==> src/rtl/field_fetcher.sv <==
// Variable-length field fetcher for the unaligned-window byte memory.
// Walks a byte region and returns 1..4 byte right-aligned fields over valid/ready.
module field_fetcher #(
  parameter int MEM_BYTES = 512,
  parameter int GUARD     = 4
) (
  input  logic        clk,
  input  logic        rst,
  input  logic        start,
  input  logic [8:0]  base_addr,
  input  logic [9:0]  byte_count,
  output logic [8:0]  mem_addr,
  input  logic [31:0] mem_data,
  input  logic        req_valid,
  input  logic [2:0]  req_len,
  output logic        req_ready,
  output logic        rsp_valid,
  output logic [31:0] rsp_data,
  input  logic        rsp_ready,
  output logic        busy,
  output logic        done,
  output logic        err
);

  typedef enum logic [1:0] {IDLE, RUN, DONE, ERR} state_t;

  state_t      state, state_nxt;
  logic [8:0]  ptr;
  logic [9:0]  remaining;
  logic [9:0]  rem_nxt;
  logic [10:0] region_end;
  logic        go, region_bad, acc, len_ok, take;
  logic [31:0] field;

  assign go         = start && (state != RUN);
  assign region_end = {2'b0, base_addr} + {1'b0, byte_count};
  assign region_bad = region_end > 11'(MEM_BYTES - GUARD);
  assign acc        = req_valid && req_ready;
  assign len_ok     = (req_len != 3'd0) && (req_len <= 3'd4) && ({7'b0, req_len} <= remaining);
  assign take       = acc && len_ok;
  assign rem_nxt    = remaining - {7'b0, req_len};
  assign mem_addr   = ptr;

  // Memory window is MSB-first, so the field is the top req_len bytes.
  always_comb begin
    field = mem_data;
    case (req_len)
      3'd1:    field = {24'b0, mem_data[31:24]};
      3'd2:    field = {16'b0, mem_data[31:16]};
      3'd3:    field = {8'b0,  mem_data[31:8]};
      default: field = mem_data;
    endcase
  end

  // State register
  always_ff @(posedge clk or posedge rst) begin
    if (rst) state <= IDLE;
    else     state <= state_nxt;
  end

  // Next state
  always_comb begin
    state_nxt = state;
    case (state)
      RUN: begin
        if (acc && !len_ok)             state_nxt = ERR;
        else if (take && rem_nxt == '0) state_nxt = DONE;
      end
      default: begin
        if (go) begin
          if (region_bad)             state_nxt = ERR;
          else if (byte_count == '0)  state_nxt = DONE;
          else                        state_nxt = RUN;
        end
      end
    endcase
  end

  // Outputs
  always_comb begin
    busy      = (state == RUN);
    req_ready = (state == RUN) && (!rsp_valid || rsp_ready);
    done      = (state == DONE) && !rsp_valid;
  end

  // Datapath: pointer, count, one-entry response register, sticky error
  always_ff @(posedge clk or posedge rst) begin
    if (rst) begin
      ptr       <= '0;
      remaining <= '0;
      rsp_valid <= 1'b0;
      rsp_data  <= '0;
      err       <= 1'b0;
    end else if (go) begin
      ptr       <= base_addr;
      remaining <= byte_count;
      rsp_valid <= 1'b0;
      err       <= region_bad;
    end else begin
      if (take) begin
        ptr       <= ptr + {6'b0, req_len};
        remaining <= rem_nxt;
        rsp_data  <= field;
        rsp_valid <= 1'b1;
      end else if (rsp_valid && rsp_ready) begin
        rsp_valid <= 1'b0;
      end
      if (acc && !len_ok) err <= 1'b1;
    end
  end

endmodule
==> config.mk <==
export PLATFORM = sky130hd
export DESIGN_NAME = field_fetcher
export DESIGN_NICKNAME = d
export VERILOG_FILES = /design/src/rtl/field_fetcher.sv
export SDC_FILE = /design/constraint.sdc
export NUM_CORES = 1
export LEC_CHECK = 0
export ABC_AREA = 1
export BUFFER_PORTS_ARGS = -buffer_cell sky130_fd_sc_hd__buf_2
export CAP_MARGIN = 20
export CORE_UTILIZATION = 40
export DETAILED_ROUTE_END_ITERATION = 6
export PLACE_DENSITY = 0.61
export SLEW_MARGIN = 20
export SYNTH_ARGS = -nofsm -noshare
export SYNTH_HDL_FRONTEND = slang
export SYNTH_SLANG_ARGS = --single-unit
==> constraint.sdc <==
create_clock -name clk -period 3.9 [get_ports clk]
set_input_delay 0.975 -clock clk [delete_from_list [all_inputs] [get_ports clk]]
set_output_delay 0.975 -clock clk [all_outputs]
set_load 0.02 [all_outputs]
==> results of run 1 <==
Yosys cell counts, types with 2 or more instances:
library cell                instances  share of area
sky130_fd_sc_hd__a21oi_1           17          0.022
sky130_fd_sc_hd__buf_2              6         0.0078
sky130_fd_sc_hd__buf_6              5          0.015
sky130_fd_sc_hd__clkbuf_1           2         0.0019
sky130_fd_sc_hd__clkinv_1           2         0.0019
sky130_fd_sc_hd__dfrtp_1           55           0.36
sky130_fd_sc_hd__fa_1               3          0.016
sky130_fd_sc_hd__ha_1              15          0.049
sky130_fd_sc_hd__inv_1             69          0.067
sky130_fd_sc_hd__inv_2              4         0.0039
sky130_fd_sc_hd__nand2_1          188           0.18
sky130_fd_sc_hd__nand2_2            5         0.0081
sky130_fd_sc_hd__nand3_1           32          0.042
sky130_fd_sc_hd__nand4_1            4         0.0065
sky130_fd_sc_hd__nor2_1            34          0.033
sky130_fd_sc_hd__nor2_2             3         0.0049
sky130_fd_sc_hd__nor3_1             2         0.0026
sky130_fd_sc_hd__nor3_2             2         0.0052
sky130_fd_sc_hd__o2111ai_1          7          0.016
sky130_fd_sc_hd__o211ai_1           2         0.0039
sky130_fd_sc_hd__o211ai_2           5          0.016
sky130_fd_sc_hd__o21ai_0           12          0.016
sky130_fd_sc_hd__o21ai_1            6         0.0078
sky130_fd_sc_hd__o221ai_1           2         0.0045
sky130_fd_sc_hd__o221ai_2           3          0.012
sky130_fd_sc_hd__o22ai_1           17          0.028
sky130_fd_sc_hd__o31ai_1            9          0.018
sky130_fd_sc_hd__xnor2_1            4         0.0091
sky130_fd_sc_hd__xor2_1             3         0.0068
layout make-up:
cell class	instances	area, um^2	share of cell area
inverter	75	282	0.0623
sequential	55	1380	0.304
multi-input combinational	387	2080	0.460
clock buffer	6	72.6	0.0161
timing repair buffer	106	536	0.118
clock inverter	2	12.5	0.00277
tap	129	161	0.0357
metal layers:
| layer | vias to the layer above | wire (um) | GRT usage |
|---|---|---|---|
| met1 | 1767 | 4690 | 0.286 |
| li1 | 1933 | - | - |
| met5 | - | 0 | 0 |
| met3 | 30 | 698 | 0.0362 |
| met2 | 151 | 4960 | 0.375 |
| met4 | 0 | 398 | 0.105 |
cells by family after synthesis:
group,Yosys count,synth area share
xor gates and xnor gates,7,0.0159
AOI/OAI and AO/OA,85,0.155
adders and majority gates,18,0.0643
and+or+nand+nor,277,0.305
DFF,55,0.357
buffers and inverters,90,0.103
cell usage in the layout, fill, tap and decap left out, types with 4 or more instances in the layout:
| cell | Yosys | layout |
|---|---|---|
| sky130_fd_sc_hd__o21ai_0 | 12 | 12 |
| sky130_fd_sc_hd__o31ai_1 | 9 | 9 |
| sky130_fd_sc_hd__o211ai_2 | 5 | 5 |
| sky130_fd_sc_hd__o21ai_1 | 6 | 6 |
| sky130_fd_sc_hd__inv_2 | 4 | 5 |
| sky130_fd_sc_hd__nand3_1 | 32 | 32 |
| sky130_fd_sc_hd__nand2_2 | 5 | 5 |
| sky130_fd_sc_hd__o22ai_1 | 17 | 17 |
| sky130_fd_sc_hd__nand4_1 | 4 | 4 |
| sky130_fd_sc_hd__buf_2 | 6 | 104 |
| sky130_fd_sc_hd__a21oi_1 | 17 | 17 |
| sky130_fd_sc_hd__ha_1 | 15 | 15 |
| sky130_fd_sc_hd__clkbuf_8 | 0 | 5 |
| sky130_fd_sc_hd__nand2_1 | 188 | 188 |
| sky130_fd_sc_hd__o2111ai_1 | 7 | 7 |
| sky130_fd_sc_hd__inv_1 | 69 | 68 |
| sky130_fd_sc_hd__dfrtp_1 | 55 | 55 |
| sky130_fd_sc_hd__xnor2_1 | 4 | 4 |
| sky130_fd_sc_hd__nor2_1 | 34 | 34 |
report_power, final:
| part | switching, W | total, W | internal, W |
|---|---|---|---|
| Clock | 0.000192 | 0.000318 | 0.000126 |
| Combinational | 0.000999 | 0.00153 | 0.000535 |
| Sequential | 0.000187 | 0.00102 | 0.000829 |
stage by stage:
| stage | instances | setup slack (ns) | hold slack, ns | utilization | instance area, um^2 |
|---|---|---|---|---|---|
| 2_1_floorplan | 532 | 1.33 | 0.456 | - | 3850 |
| 3_3_place_gp | 752 | 0.845 | 0.461 | 0.478 | 4440 |
| 3_5_place_dp | 752 | 0.784 | 0.463 | 0.478 | 4440 |
| 4_1_cts | 760 | 1.10 | 0.488 | 0.487 | 4520 |
| 5_1_grt | 760 | 0.966 | 0.510 | 0.487 | 4520 |
| 6_report | 760 | 1.13 | 0.481 | 0.487 | 4520 |
how the worst max path moves through the flow:
stage / from / to / slack [ns]
5_1_grt: req_len[0] / rsp_data[24] / 0.97
6_report: req_len[0] / rsp_data[24] / 1.13
4_1_cts: req_len[0] / rsp_data[24] / 1.10
3_3_place_gp: req_len[0] / mem_addr[1] / 0.84
2_1_floorplan: req_len[0] / state[0] / 1.33
3_5_place_dp: req_len[0] / rsp_data[24] / 0.78
sequential cells by signal (all words and copies together) (netlist names):
| register | count |
|---|---|
| rsp_data | 32 |
| remaining | 10 |
| err | 1 |
| mem_addr | 9 |
| rsp_valid | 1 |
| state | 2 |
worst reg2reg max path, stage by stage, from the launching register on:
cell                      delay [ns]
sky130_fd_sc_hd__dfrtp_1        0.33
sky130_fd_sc_hd__inv_1          0.06
sky130_fd_sc_hd__ha_1           0.21
sky130_fd_sc_hd__fa_1           0.41
sky130_fd_sc_hd__inv_1          0.07
sky130_fd_sc_hd__nand2_1        0.06
sky130_fd_sc_hd__nand2_2        0.11
sky130_fd_sc_hd__nor2_2         0.06
sky130_fd_sc_hd__nand3_2        0.09
sky130_fd_sc_hd__nand3_4        0.16
sky130_fd_sc_hd__buf_4          0.34
sky130_fd_sc_hd__o31ai_1        0.33
==> metrics.md, run 1 <==
| Metric | Value |
|---|---|
| Number of storage elements in the synthesis netlist | 55 |
| Total number of H-tree levels | 2 |
| Total of endpoints with negative setup slack in the final report | 0 |
| Core box area | 0.00928 mm^2 |
| Delay of the slowest critical-path stage | 0.41 ns |
| Overall die width | 100 um |
| Reg-to-reg startpoint | remaining[0] |
| Estimated wirelength of the detail-placed design | 8.41 mm |
| Fin Setup TNS | 0 ns |
| Syn avg cell area | slightly above 7 um^2 |
| Post-detailed-route wirelength per cell | roughly 14 um |
| Die height | between 100 and 150 um |
| Logic depth of the worst path, buffers included | 11 |
| Peak supply drop | roughly 0.20 mV |
| R2R Path End | rsp_data[24] |
| Gate count of the mapped netlist | 532 |
| Initial DRC Count | between 150 and 200 |
| Number of buffer and inverter stages on the critical path | 3 |
| Count of clock tree sinks | 55 |
| Setup slack on the worst flop-to-flop path | approximately 1.6 ns |
| Max-slew violation count | 0 |
| Aggregate routed wire length | between 10 and 15 mm |
| Kind of path behind the tightest hold check | reg2reg |
| Number of enable-type register cells in the synthesized netlist | 0 |
| Maximum number of pins on one net before global-route repair | between 50 and 60 |
| Clock insertion delay at the later pin of the skew report | 0.31 ns |
| Global placement routability congestion | 0.890 |
| Post-synthesis to final-layout area growth | 17.3% |
| Fin crit period | 2.77 ns |
| Fmax achieved | 360 MHz |
| Final clock skew | 0.00612 ns |
| Type of element launching the critical path | primary input |
| Total power of the final layout | between 0.002 and 0.003 W |
| Outcome | completed |
| Antenna violations before repair | 0 |
| Power density normalized to cell area | 634 mW/mm^2 |
| Setup Fix Bufs, Post-CTS | 0 |
| Main synth FF type | sky130_fd_sc_hd__dfrtp_1 |
| Reported leakage power | 2.45 nW |
| Antenna Cells | 0 |
| Hold Crit Endpoint | rsp_data[18] |
| Starting density of the core | 0.415 |
| Arrival time of data at the critical path endpoint | 2.98 ns |
| Ys Warns | 0 |
| Total via count in the routed design | roughly 3,900 |
| Count of cell types in the netlist | 43 |
| TritonCTS clock tree | done |
| Crit end category | flop |
| Cts bufs inserted | 5 |
| Hold path startpoint | rsp_data[18] |
| Number of buffers added to fix hold violations after cts | 0 |
| Count of maximum capacitance violations | 0 |
| Detail Route Antenna Nets | 0 |
| Critical path cell sequence | buf_2 > ha_1 > fa_1 > inv_1 > nand2_1 > nand2_2 > nor2_2 > nand3_2 > nand3_4 > buf_4 > o31ai_1 |
| Input/output buffers | 104 |
| Fillcell total | 996 |
| Post-synthesis async set-or-reset flop share | 1.00 |
| Final Hold Violating Endpoints | 0 |
| DRC violation count after routing | 0 |
| First-pass GRT wire length | 17.7 mm |
| Boundary Pins | about 110 |
| Gates resized, CTS repair | 0 |
| Total number of nets in the final design | 707 |
| Global router's overall resource usage | 0.225 |
| Slew Limit Headroom | 0.519 |
| Post-Syn Nets | 609 |
| Fraction of the yosys area taken by sequential cells | 0.357 |
| Clk slew on worst S/H paths | around 0.10 ns |
| Via count of the first global-routing pass | around 3,800 |
| Clock root buffer master | sky130_fd_sc_hd__clkbuf_8 |
| RSZ-0062 raised after global routing | false |
| Rows | 35 |
| Worst-path fanout max | 50 |
| Cell count of the worst hold path | 2 |
| Worst path required time | around 4.1 ns |
| Cell area after synthesis | just under 0.004 mm^2 |
| Final Cycle Share | 0.711 |
| Ratio of cells with drive above 1 in the final layout | 0.225 |
| Crit-path leading delay family | adder cells |
| Die ar. | 0.0100 mm^2 |
| Overflow left after global routing | 0 |
| Length in cells of the worst reg-to-reg path | 11 |
| TritonRoute pass-1 iters | 5 |
| Clock buffer depth | 2 |
| Vias per cell | just over 5 |
| Max stage delay cell, worst path | sky130_fd_sc_hd__fa_1 |
| Transition time at the pin with the least slew margin | 0.721 ns |
| CP Class | in2reg |
(Power assumes the default switching activity.)
==> inputs of run 2 (changes only) <==
- clock period: 3.9 -> 2.9 ns (I/O delays scaled with it)
==> metrics.md, run 2 (synthesized netlist as in run 1, its figures left out) <==
| Metric | Value |
|---|---|
| Antenna violations before repair | 0 (unchanged) |
| RSZ-0062 raised after global routing | false (unchanged) |
| Launch point of the critical path | req_len[0] (unchanged) |
| Count of clock tree sinks | 55 (unchanged) |
| Switching share of total power | 0.465 (was 0.480) |
| Most common library cell in the layout ignoring fill and taps | sky130_fd_sc_hd__nand2_1 (unchanged) |
| Aggregate routed wire length | 10.7 mm (was 10.8 mm) |
| Arrival time of data at the critical path endpoint | 2.63 ns (was 2.98 ns) |
| Final clock skew | 0.0135 ns (was 0.00612 ns) |
| Overflow left after global routing | 0 (unchanged) |
| Sequential group share of total power | 0.340 (was 0.354) |
| Fin crit period | 2.41 ns |
| Post-synthesis to final-layout area growth | 19.8% (was 17.3%) |
| Fillcell total | 992 (was 996) |
| Total of endpoints with negative setup slack in the final report | 0 (unchanged) |
| CP Class | in2reg (unchanged) |
| Clock network fraction of design power | 0.135 (was 0.111) |
| Core box area | 0.00928 mm^2 (unchanged) |
| Final Cycle Share | 0.831 |
| Setup slack on the worst flop-to-flop path | 0.70 ns (was 1.57 ns) |
| DRC violation count after routing | 0 (unchanged) |
| Length in cells of the worst reg-to-reg path | 11 (unchanged) |
| R2R Path End | rsp_data[26] (was rsp_data[24]) |
| Transition time at the pin with the least slew margin | 0.667 ns (was 0.721 ns) |
| Post-detailed-route wirelength per cell | 13.9 um (was 14.1 um) |
| Type of element launching the critical path | primary input (unchanged) |
| Kind of path behind the tightest hold check | in2async (was reg2reg) |
| Max-slew violation count | 0 (unchanged) |
| Initial DRC Count | 196 (was 187) |
| Power density normalized to cell area | 867 mW/mm^2 (was 634 mW/mm^2) |
| Cts bufs inserted | 5 (unchanged) |
| Number of buffers added to fix hold violations after cts | 0 (unchanged) |
| Reported leakage power | 2.51 nW (was 2.45 nW) |
| Total via count in the routed design | 3,884 (was 3,881) |
| Highest-count cells in the layout ignoring fill and taps | sky130_fd_sc_hd__nand2_1 (188), sky130_fd_sc_hd__buf_2 (104), sky130_fd_sc_hd__inv_1 (68), sky130_fd_sc_hd__dfrtp_1 (55), sky130_fd_sc_hd__nor2_1 (34) (unchanged) |
| TritonCTS clock tree | done (unchanged) |
| Worst-path fanout max | 33 (was 50) |
| TritonRoute pass-1 iters | 4 (was 5) |
| Fin Setup TNS | 0 ns (unchanged) |
| Sequential Area | 0.00138 mm^2 (unchanged) |
| Clock buffer depth | 2 (unchanged) |
| Overall die width | 100 um (unchanged) |
| Outcome | completed (unchanged) |
| Starting density of the core | 0.415 (unchanged) |
| Register containing the most flip-flops in the final layout | rsp_data (unchanged) |
| Area of combinational cells with multiple inputs | 0.00208 mm^2 (unchanged) |
| Via count of the first global-routing pass | 3,776 (was 3,774) |
| Worst setup endpoint | rsp_data[26] (was rsp_data[24]) |
| Total number of nets in the final design | 714 (was 707) |
| Input/output buffers | 104 (unchanged) |
| Reg-to-reg startpoint | remaining[0] (unchanged) |
| Peak supply drop | 0.270 mV (was 0.196 mV) |
| First-pass GRT wire length | 17.8 mm (was 17.7 mm) |
| Final Hold Violating Endpoints | 0 (unchanged) |
| Maximum number of pins on one net before global-route repair | 56 (unchanged) |
| Internal power | 0.00214 W (was 0.00149 W) |
| Largest register FFs | 32 (unchanged) |
| Fmax achieved | 415 MHz |
| Clk slew on worst S/H paths | 0.11 ns (was 0.10 ns) |
| Vias per cell | 5.06 (was 5.11) |
| Final hold slack | 0.446 ns (was 0.481 ns) |
| Rows | 35 (unchanged) |
| Estimated wirelength of the detail-placed design | 8.45 mm (was 8.41 mm) |
| Clock insertion delay at the later pin of the skew report | 0.31 ns (about the same) |
| Total number of H-tree levels | 2 (unchanged) |
| Portion of total power attributed to combinational logic | 0.525 (was 0.535) |
| Sw Pwr | 0.00186 W (was 0.00138 W) |
| Gates resized, CTS repair | 0 (unchanged) |
| Clock root buffer master | sky130_fd_sc_hd__clkbuf_8 (unchanged) |
| Detail Route Antenna Nets | 0 (unchanged) |
| Worst path required time | 3.12 ns (was 4.10 ns) |
| Count of maximum capacitance violations | 0 (unchanged) |
| Slew Limit Headroom | 0.553 (was 0.519) |
| Die ar. | 0.0100 mm^2 (unchanged) |
| Crit end category | flop (unchanged) |
| Die height | 100 um (unchanged) |
| Global placement routability congestion | 0.931 (was 0.890) |
| Boundary Pins | 105 (unchanged) |
| Setup Fix Bufs, Post-CTS | 0 (unchanged) |
| Ratio of cells with drive above 1 in the final layout | 0.235 (was 0.225) |
| Antenna Cells | 0 (unchanged) |
| Global router's overall resource usage | 0.225 (about the same) |
==> run 2: worst min path at each step <==
| stage | start | endpoint | slack (ns) | depth (start not counted) |
|---|---|---|---|---|
| floorplan | remaining[2] | remaining[2] | 0.46 | 2 |
| global placement | rsp_data[3] | rsp_data[3] | 0.46 | 2 |
| detailed placement | rsp_data[19] | rsp_data[19] | 0.46 | 2 |
| CTS | rst | state[0] | 0.46 | 3 |
| global route | rst | rsp_data[16] | 0.46 | 3 |
| finish | rst | rsp_data[16] | 0.45 | 3 |
==> run 2: power groups by stage <==
stage	registers [W]	logic [W]	clock network, W
2_1_floorplan	0.00168	0.00116	0
3_5_place_dp	0.00138	0.00211	0
5_1_grt	0.00141	0.00236	0.000587
6_report	0.00136	0.00210	0.000541
3_3_place_gp	0.00137	0.00207	0
4_1_cts	0.00136	0.00212	0.000553
==> run 2: critical path, stage by stage <==
cell and delay, ns:
sky130_fd_sc_hd__buf_2 0.15, sky130_fd_sc_hd__ha_1 0.24, sky130_fd_sc_hd__fa_1 0.41, sky130_fd_sc_hd__inv_1 0.07
sky130_fd_sc_hd__nand2_1 0.06, sky130_fd_sc_hd__nand2_2 0.11, sky130_fd_sc_hd__nor2_2 0.06, sky130_fd_sc_hd__nand3_2 0.09
sky130_fd_sc_hd__nand3_4 0.18, sky130_fd_sc_hd__buf_4 0.30, sky130_fd_sc_hd__o31ai_1 0.22
==> run 2: cell type report <==
| type | instances | area share |
|---|---|---|
| Tap cell | 129 | 0.0349 |
| Inverter | 75 | 0.0610 |
| Sequential cell | 55 | 0.298 |
| Timing Repair Buffer | 113 | 0.130 |
| Clock inverter | 2 | 0.00759 |
| Multi-Input combinational cell | 387 | 0.451 |
| Clock buffer | 6 | 0.0179 |
==> run 2: metal layers <==
metal / track usage / share of wire
met3: 0.0348 / 0.051
met1: 0.280 / 0.45
met4: 0.0814 / 0.024
met5: 0 / 0
met2: 0.394 / 0.48
==> run 2: through the flow <==
stage           util  setup slack [ns]  instance area (um^2)  std cells  total power, W
2_1_floorplan      -             0.583                  3850        532         0.00284
4_1_cts        0.497             0.489                  4620        767         0.00403
6_report       0.497             0.491                  4620        767         0.00400
3_5_place_dp   0.485             0.158                  4500        759         0.00349
5_1_grt        0.497             0.285                  4620        767         0.00436
3_3_place_gp   0.485             0.211                  4500        759         0.00345
==> inputs of run 3 (changes only) <==
- clock period: 2.9 -> 2.4 ns (I/O delays scaled with it)
==> metrics.md, run 3 (synthesized netlist as in run 1, its figures left out) <==
| Metric | Value |
|---|---|
| Largest register FFs | 32 (unchanged) |
| Peak supply drop | 0.366 mV (was 0.270 mV) |
| Initial DRC Count | 228 (was 196) |
| Delay of the slowest critical-path stage | 0.41 ns (about the same) |
| Ratio of cells with drive above 1 in the final layout | 0.253 (was 0.235) |
| Number of placed cells counting well taps | 774 (was 759) |
| Count of clock tree sinks | 55 (unchanged) |
| Worst-path fanout max | 25 (was 33) |
| Gates resized, CTS repair | 0 (unchanged) |
| Antenna Cells | 0 (unchanged) |
| Final Hold Violating Endpoints | 0 (unchanged) |
| Worst path required time | 2.62 ns (was 3.12 ns) |
| Antenna violations before repair | 0 (unchanged) |
| Dpl cell area | 0.00464 mm^2 (was 0.00450 mm^2) |
| Most common library cell in the layout ignoring fill and taps | sky130_fd_sc_hd__nand2_1 (unchanged) |
| Clock buffer depth | 2 (unchanged) |
| Final Cycle Share | 0.900 |
| Transition time at the pin with the least slew margin | 0.546 ns (was 0.667 ns) |
| CP Class | in2reg (unchanged) |
| Clk slew on worst S/H paths | 0.11 ns (about the same) |
| Rows | 35 (unchanged) |
| Starting density of the core | 0.415 (unchanged) |
| Reported leakage power | 2.57 nW (was 2.51 nW) |
| Highest-count cells in the layout ignoring fill and taps | sky130_fd_sc_hd__nand2_1 (188), sky130_fd_sc_hd__buf_2 (104), sky130_fd_sc_hd__inv_1 (68), sky130_fd_sc_hd__dfrtp_1 (55), sky130_fd_sc_hd__nor2_1 (34) (unchanged) |
| Input/output buffers | 104 (unchanged) |
| Kind of path behind the tightest hold check | in2async (unchanged) |
| Core box area | 0.00928 mm^2 (unchanged) |
| Outcome | completed (unchanged) |
| Aggregate routed wire length | 10.8 mm (was 10.7 mm) |
| Type of element launching the critical path | primary input (unchanged) |
| Max-slew violation count | 0 (unchanged) |
| Total power of the final layout | 0.00479 W (was 0.00400 W) |
| Estimated wirelength of the detail-placed design | 8.65 mm (was 8.45 mm) |
| Die height | 100 um (unchanged) |
| RSZ-0062 raised after global routing | false (unchanged) |
| First-pass GRT wire length | 17.6 mm (was 17.8 mm) |
| Detail Route Antenna Nets | 0 (unchanged) |
| DRC violation count after routing | 0 (unchanged) |
| Clock root buffer master | sky130_fd_sc_hd__clkbuf_8 (unchanged) |
| Boundary Pins | 105 (unchanged) |
| Die ar. | 0.0100 mm^2 (unchanged) |
| Fin Setup TNS | 0 ns (unchanged) |
| Crit end category | flop (unchanged) |
| Setup Fix Bufs, Post-CTS | 0 (unchanged) |
| TritonRoute pass-1 iters | 4 (unchanged) |
| Post-synthesis to final-layout area growth | 22.8% (was 19.8%) |
| Max stage delay cell, worst path | sky130_fd_sc_hd__fa_1 (unchanged) |
| Number of standard cells in the final layout excluding fillers | 782 (was 767) |
| Cts bufs inserted | 5 (unchanged) |
| Total number of H-tree levels | 2 (unchanged) |
| Final non-filler cell area | 0.00473 mm^2 (was 0.00462 mm^2) |
| Fin crit period | roughly 2.2 ns |
| Fmax achieved | about 460 MHz |
| Count of maximum capacitance violations | 0 (unchanged) |
| Global router's overall resource usage | 0.221 (was 0.225) |
| Via count of the first global-routing pass | 3,832 (was 3,776) |
| Number of buffers added to fix hold violations after cts | 0 (unchanged) |
| Maximum number of pins on one net before global-route repair | 33 (was 56) |
| Critical path cell sequence | buf_2 > ha_1 > fa_1 > inv_1 > nand2_1 > nand2_2 > nor2_2 > nand3_2 > nand3_4 > buf_4 > o31ai_1 (unchanged) |
| Clock insertion delay at the later pin of the skew report | 0.31 ns (about the same) |
| Register containing the most flip-flops in the final layout | rsp_data (unchanged) |
| Total via count in the routed design | 3,920 (was 3,884) |
| Overflow left after global routing | 0 (unchanged) |
| Total number of nets in the final design | 729 (was 714) |
| Vias per cell | 5.01 (was 5.06) |
| Global placement routability congestion | 0.928 (was 0.931) |
| Overall die width | 100 um (unchanged) |
| Post-detailed-route wirelength per cell | 13.9 um (about the same) |
| Final clock skew | 0.00647 ns (was 0.0135 ns) |
| Arrival time of data at the critical path endpoint | 2.38 ns (was 2.63 ns) |
| Power density normalized to cell area | 1010 mW/mm^2 (was 867 mW/mm^2) |
| TritonCTS clock tree | done (unchanged) |
| Total of endpoints with negative setup slack in the final report | 0 (unchanged) |
| Slew Limit Headroom | 0.636 (was 0.553) |
run 3: layer usage:
layer  vias to the layer above  global-route usage  wire length (um)
met1                      1801               0.265              4790
met3                        15              0.0272               549
met2                       125               0.409              5270
met5                         -                   0                 0
met4                         0              0.0702               216
li1                       1979                   -                 -
run 3: path summary, 6_finish.rpt:
kind                               from           end  slack, ns  cells past startpoint
max in group asynchronous           rst  rsp_data[11]       1.52                      3
min in group clk           rsp_data[29]  rsp_data[29]       0.48                      2
hold / removal                      rst     rsp_valid       0.32                      2
hold reg to reg            rsp_data[29]  rsp_data[29]       0.48                      2
setup / recovery             req_len[0]  rsp_data[24]       0.24                     11
setup reg to reg           remaining[0]  rsp_data[24]       0.26                     11
run 3: layout make-up:
class | instances | area [um^2]
Timing Repair Buffer | 128 | 738
Clock inverter | 3 | 25.0
Fill cell | 988 | 4550
Clock buffer | 5 | 68.8
Tap cell | 129 | 161
Inverter | 75 | 282
Multi-Input combinational cell | 387 | 2080
Sequential cell | 55 | 1380
run 3: through the flow:
| step | hold slack [ns] | util | setup WS (ns) |
|---|---|---|---|
| 6_report | 0.318 | 0.510 | 0.241 |
| 5_1_grt | 0.365 | 0.510 | 0.0215 |
| 4_1_cts | 0.340 | 0.510 | 0.231 |
| 3_5_place_dp | 0.465 | 0.500 | -0.113 |
| 3_3_place_gp | 0.463 | 0.500 | -0.0440 |
| 2_1_floorplan | 0.456 | - | 0.208 |
run 3: worst max-delay path, delay by kind of cell:
family                     cells  cell delay [ns]
and+or+nand+nor                5             0.46
buffers and inverters          3             0.44
AOI/OAI and AO/OA              1             0.24
adders and majority gates      2             0.63
run 3: power by group:
part | leakage [nW] | switching [W] | total, W | internal (W)
combinational | 1.84 | 0.00165 | 0.00261 | 0.000962
clock | 0.0443 | 0.000325 | 0.000535 | 0.000210
sequential | 0.684 | 0.000299 | 0.00165 | 0.00135
